**src/rtl/mem_stage_sram_ctrl.sv**
```systemverilog
// rtl/mem_stage_sram_ctrl.sv - ARM memory stage: 32-bit access over 16-bit async SRAM, with MEM/WB register
module mem_stage_sram_ctrl #(
    parameter int DATA_LEN             = 32,
    parameter int ADDRESS_LEN_REG_FILE = 4,
    parameter int SRAM_DATA_LEN        = DATA_LEN / 2,
    parameter int SRAM_ADDR_LEN        = 18,
    parameter int WAIT_CYCLES          = 2,
    parameter int BASE_ADDR            = 1024
) (
    input  logic                            clk,
    input  logic                            rst,
    input  logic                            WB_EN_in,
    input  logic                            MEM_R_EN_in,
    input  logic                            MEM_W_EN_in,
    input  logic [DATA_LEN-1:0]             ALU_Res_in,
    input  logic [DATA_LEN-1:0]             Val_Rm_in,
    input  logic [ADDRESS_LEN_REG_FILE-1:0] Dest_in,
    output logic                            ready,
    output logic                            WB_EN,
    output logic                            MEM_R_EN,
    output logic [DATA_LEN-1:0]             ALU_Res,
    output logic [DATA_LEN-1:0]             Mem_Data,
    output logic [ADDRESS_LEN_REG_FILE-1:0] Dest,
    output logic [SRAM_ADDR_LEN-1:0]        SRAM_ADDR,
    output logic [SRAM_DATA_LEN-1:0]        SRAM_DQ_out,
    output logic                            SRAM_DQ_oe,
    input  logic [SRAM_DATA_LEN-1:0]        SRAM_DQ_in,
    output logic                            SRAM_WE_N
);

    localparam int CNT_W = $clog2(WAIT_CYCLES);
    localparam logic [CNT_W-1:0] CNT_LAST = CNT_W'(WAIT_CYCLES - 1);

    typedef enum logic [1:0] {IDLE, LOW, HIGH, DONE} state_t;

    state_t                   state, next_state;
    logic [CNT_W-1:0]         cnt, next_cnt;
    logic [SRAM_DATA_LEN-1:0] lo_buf, hi_buf;
    logic                     req, is_write, last, next_busy;
    logic [DATA_LEN-1:0]      off, word;
    logic [SRAM_ADDR_LEN-1:0] lo_addr, hi_addr;

    assign req       = MEM_R_EN_in | MEM_W_EN_in;
    assign is_write  = MEM_W_EN_in & ~MEM_R_EN_in;
    assign last      = (cnt == CNT_LAST);
    assign off       = ALU_Res_in - DATA_LEN'(BASE_ADDR);
    assign word      = off >> 2;
    assign lo_addr   = SRAM_ADDR_LEN'(word << 1);
    assign hi_addr   = SRAM_ADDR_LEN'((word << 1) | DATA_LEN'(1));
    assign ready     = ((state == IDLE) & ~req) | (state == DONE);
    assign next_busy = (next_state == LOW) | (next_state == HIGH);

    always_comb begin
        next_state = state;
        next_cnt   = '0;
        case (state)
            IDLE: next_state = req ? LOW : IDLE;
            LOW: begin
                next_state = last ? HIGH : LOW;
                next_cnt   = last ? '0 : cnt + 1'b1;
            end
            HIGH: begin
                next_state = last ? DONE : HIGH;
                next_cnt   = last ? '0 : cnt + 1'b1;
            end
            default: next_state = IDLE;
        endcase
    end

    // SRAM pins are registered from the next state so they line up with the phase being entered;
    // upstream inputs are frozen while ready=0, so sampling them here is safe.
    always_ff @(posedge clk or negedge rst) begin
        if (!rst) begin
            state       <= IDLE;
            cnt         <= '0;
            lo_buf      <= '0;
            hi_buf      <= '0;
            SRAM_ADDR   <= '0;
            SRAM_DQ_out <= '0;
            SRAM_DQ_oe  <= 1'b0;
            SRAM_WE_N   <= 1'b1;
            WB_EN       <= 1'b0;
            MEM_R_EN    <= 1'b0;
            ALU_Res     <= '0;
            Mem_Data    <= '0;
            Dest        <= '0;
        end else begin
            state     <= next_state;
            cnt       <= next_cnt;
            SRAM_ADDR <= (next_state == LOW)  ? lo_addr :
                         (next_state == HIGH) ? hi_addr : '0;
            SRAM_DQ_oe  <= is_write & next_busy;
            SRAM_DQ_out <= !(is_write & next_busy) ? '0 :
                           (next_state == LOW) ? Val_Rm_in[SRAM_DATA_LEN-1:0]
                                               : Val_Rm_in[DATA_LEN-1:SRAM_DATA_LEN];
            // Strobe released on the final cycle of each phase for address/data hold
            SRAM_WE_N <= ~(is_write & next_busy & (next_cnt != CNT_LAST));
            if (state == LOW && last)
                lo_buf <= SRAM_DQ_in;
            if (state == HIGH && last)
                hi_buf <= SRAM_DQ_in;
            if (ready) begin
                WB_EN    <= WB_EN_in;
                MEM_R_EN <= MEM_R_EN_in;
                ALU_Res  <= ALU_Res_in;
                Dest     <= Dest_in;
                if (MEM_R_EN_in)
                    Mem_Data <= {hi_buf, lo_buf};
            end
        end
    end

endmodule

```
**config.mk**
```make
export PLATFORM = sky130hd
export DESIGN_NAME = mem_stage_sram_ctrl
export DESIGN_NICKNAME = d
export VERILOG_FILES = /design/src/rtl/mem_stage_sram_ctrl.sv
export SDC_FILE = /design/constraint.sdc
export NUM_CORES = 1
export LEC_CHECK = 0
export ABC_AREA = 0
export BUFFER_PORTS_ARGS = -buffer_cell sky130_fd_sc_hd__buf_2
export CAP_MARGIN = 30
export CORE_MARGIN = 8
export CORE_UTILIZATION = 50
export CTS_BUF_LIST = sky130_fd_sc_hd__clkbuf_2
export DETAILED_ROUTE_END_ITERATION = 6
export HOLD_SLACK_MARGIN = 0.06
export PLACE_DENSITY_LB_ADDON = 0.08
export RECOVER_POWER = 100
export SLEW_MARGIN = 30
export SYNTH_ARGS = -nofsm -noshare
export SYNTH_HDL_FRONTEND = slang
export SYNTH_SLANG_ARGS = --single-unit
```
**constraint.sdc**
```tcl
create_clock -name clk -period 2.8 [get_ports clk]
set_clock_uncertainty 0.2 [all_clocks]
set_input_delay 0.28 -clock clk [delete_from_list [all_inputs] [get_ports clk]]
set_output_delay 0.28 -clock clk [all_outputs]
set_load 0.1 [all_outputs]
```
==> Flow_metrics.wiki <==
{| class="wikitable"
! Metric !! Value
|-
| Total Nets Final || 761
|-
| Area inside the core boundary || 10700 um2
|-
| Final count of pins violating max slew || 0
|-
| CP Launch Type || input pin
|-
| Slew at the pin closest to its max-slew limit || 1.383 ns
|-
| Maximum number of pins on one net before global-route repair || 59
|-
| Peak clock frequency supported by timing || 371.9 MHz
|-
| M2 GR Usage || 35.00%
|-
| Relative max-transition margin || 7.827%
|-
| Remaining DRCs || 0
|-
| Wire per inst || 17.46 um
|-
| Cell depth of the worst min-delay path || 3
|-
| Summed instance area of the synthesized netlist || 5388 um2
|-
| Wire length of the first global-routing pass || 23120 um
|-
| Final sum of negative setup slack || 0 ns
|-
| Flip-flop cell with the highest count after synthesis || dfrtp_1
|-
| CTS tree || yes
|-
| CTS Buf Count || 17
|-
| Post-synthesis to final-layout area growth || 41.27%
|-
| Average instance area after synthesis || 15.18 um2
|-
| I/O pin count || 196
|-
| Final core occ || 71.15%
|-
| Post-detailed-placement half-perimeter wirelength || 9433 um
|-
| Number of distinct library cells after synthesis || 28
|-
| Worst path arrival time || 3.10 ns
|-
| RSZ-0062 raised after global routing || false
|-
| Required time of the critical path || 3.21 ns
|-
| Clock Pin Slew Worst Setup and Hold Paths || 0.19 ns
|-
| Post-synthesis cell count || 355
|-
| Vias in the first global route || 4444
|-
| Placement-stage cell area || 6575 um2
|-
| Maximum clock insertion buffer count || 2
|-
| Final Cell Area || 7611 um2
|-
| Setup CP Type || input pin to flop
|-
| Kind of end point of the critical path || flop
|-
| Maximum fanout along the worst path || 4
|-
| Placer's final routability congestion estimate || 0.7550
|-
| Number of synthesized flops with an enable pin || 0
|-
| Count of routing violations after the opening detailed-route iteration || 207
|-
| Remaining Overflow, GRT || 0
|-
| Post-route minimum period || 2.689 ns
|-
| #FFs+latches synth || 141
|-
| CTS H-tree depth || 4
|-
| Remaining antenna violation count after routing || 0
|-
| Count of max-cap constraint violations || 0
|-
| Type of the most critical hold path || input pin to flop
|-
| Die Y || 119.8 um
|-
| Floorplan die width || 119.8 um
|-
| Total nets after synthesis || 452
|-
| Final Cycle Share || 96.03%
|-
| GR peak layer || met2
|-
| Initial Util || 50.36%
|-
| Cell count after placement || 684
|-
| Share of cells above drive strength 1 || 34.71%
|-
| N_diodes || 0
|-
| Routed vias || 3976
|-
| Via-per-instance ratio || 4.867
|-
| Port buffer count || 195
|-
| Global router's overall resource usage || 20.40%
|-
| Worst reg-to-reg path cell count || 8
|-
| GR Layer Usage met3 || 9.206%
|-
| Number of optimization iterations in the first detailed-route pass || 4
|-
| Post-layout instance count excluding filler cells || 817
|-
| Detailed-route wire length || 14270 um
|-
| Number of standard-cell rows in the floorplan || 38
|-
| Antenna violations before repair || 0
|-
| Share of synthesized area occupied by flip-flops and latches || 65.51%
|-
| Root cell of the clock tree || clkbuf_2
|-
| Status || complete, no violations
|-
| Yosys Warn Count || 0
|-
| Clock network latency to the later pin of the worst-skew pair || 0.66 ns
|-
| Clock Sinks || 141
|-
| Full die area || 14350 um2
|-
| GRT met1 Usage || 22.03%
|-
| Setup-failing EPs final || 0
|-
| Async set-or-reset flop fraction in the synthesized netlist || 100.0%
|-
| Number of failing hold endpoints at the final stage || 0
|}
[synth_stat cells, types with 2 or more instances]
cell / n / area share, %
buf_1: 3 / 0.21
dfrtp_1: 140 / 65
ha_1: 8 / 1.9
mux2_2: 101 / 21
clkbuf_1: 2 / 0.14
o31ai_1: 2 / 0.28
or3_2: 2 / 0.28
or4_1: 2 / 0.28
buf_2: 8 / 0.74
nor2_1: 24 / 1.7
and2_1: 8 / 0.93
o21ai_0: 3 / 0.28
nand2b_1: 5 / 0.58
a21oi_1: 7 / 0.65
mux2i_1: 17 / 3.2
inv_1: 7 / 0.49
nand2_1: 5 / 0.35
[per-layer routing]
| metal | vias up | part of all wire (%) |
|---|---|---|
| met5 | - | 0 |
| li1 | 1845 | - |
| met3 | 19 | 9.3 |
| met1 | 1972 | 37 |
| met4 | 0 | 1.6 |
| met2 | 140 | 52 |
[state kept, by name, summed over array words and instances (netlist names), 2 cells and up]
| register | count |
|---|---|
| SRAM_ADDR | 18 |
| hi_buf | 16 |
| Dest | 4 |
| lo_buf | 16 |
| state | 2 |
| Mem_Data | 32 |
| SRAM_DQ_out | 16 |
| ALU_Res | 32 |
[worst max-delay path, stage by stage]
cell           delay (ns)
dlygate4sd3_1        0.53
buf_2                0.15
or3_1                0.42
or4_1                0.47
dlygate4sd3_1        0.56
a21oi_1              0.13
dlygate4sd3_1        0.55
[stage by stage]
stage,worst slack (ns),hold WS (ns)
2_1_floorplan,0.2316,-0.2156
3_3_place_gp,0.4994,0.05878
3_5_place_dp,0.4265,0.06748
4_1_cts,0.05781,0.08903
5_1_grt,0.05338,0.07921
6_report,0.1111,0.1619
[layout by cell type (no fill, tap or decap), types with 2 or more instances in the layout]
cell           count
buf_2             87
o21ai_0            3
clkbuf_2          27
and2_0             5
clkinv_1           4
nand2_1            5
dlygate4sd3_1     97
and2_1             3
or4_1              2
a21oi_1            6
dfrtp_1          140
bufinv_16          2
mux2i_1           17
inv_1              7
buf_4              2
ha_1               8
nor2_1            23
clkinvlp_4         5
clkinv_2           3
mux2_2           100
o31ai_1            2
clkbuf_1         107
or3_2              2
nand2b_1           5
[repair_timing]
action,4_1_cts,5_1_grt
endpoints found under the setup margin,0,3
setup buffers,0,3
hold buffers,98,0
gates resized for setup,0,1
hold endpoints to repair,247,0
[cell families (layout without fill, tap and decap cells)]
logic type | Yosys count | in the layout | share of synthesized area (%)
multiplexers | 118 | 118 | 24.27
AO/OA/AOI/OAI | 15 | 15 | 1.672
buffers and inverters | 20 | 342 | 1.579
flip-flops | 141 | 141 | 65.51
XOR/XNOR | 1 | 1 | 0.1626
adder cells (fa/ha/maj) | 8 | 8 | 1.858
AND/OR/NAND/NOR | 52 | 52 | 4.947
[cell type report]
| type | instances | area (um2) |
|---|---|---|
| clock buffers | 18 | 90.09 |
| clock inverters | 14 | 127.6 |
| fillers | 773 | 3087 |
| inverters | 7 | 26.28 |
| multi-input cells | 194 | 1787 |
| flip-flops and latches | 141 | 3530 |
| well taps | 140 | 175.2 |
| repair buffers | 303 | 1876 |
[path summary, 6_finish.rpt]
kind | from | end | slack, ns
min in group asynchronous | rst | SRAM_WE_N$_DFF_PN1_ | 0.64
hold reg to reg | cnt$_DFF_PN0_ | cnt$_DFF_PN0_ | 0.30
setup / recovery | ALU_Res_in[11] | SRAM_ADDR[16]$_DFF_PN0_ | 0.11
setup reg to reg | state[1]$_DFF_PN0_ | SRAM_ADDR[14]$_DFF_PN0_ | 0.18
hold / removal | ALU_Res_in[23] | ALU_Res[23]$_DFFE_PN0N_ | 0.16
max in group asynchronous | rst | ALU_Res[13]$_DFFE_PN0N_ | 0.41
Power is left out: the tool's default activity adds up to more than one toggle a clock period on the data nets, which glitch-free logic cannot reach.
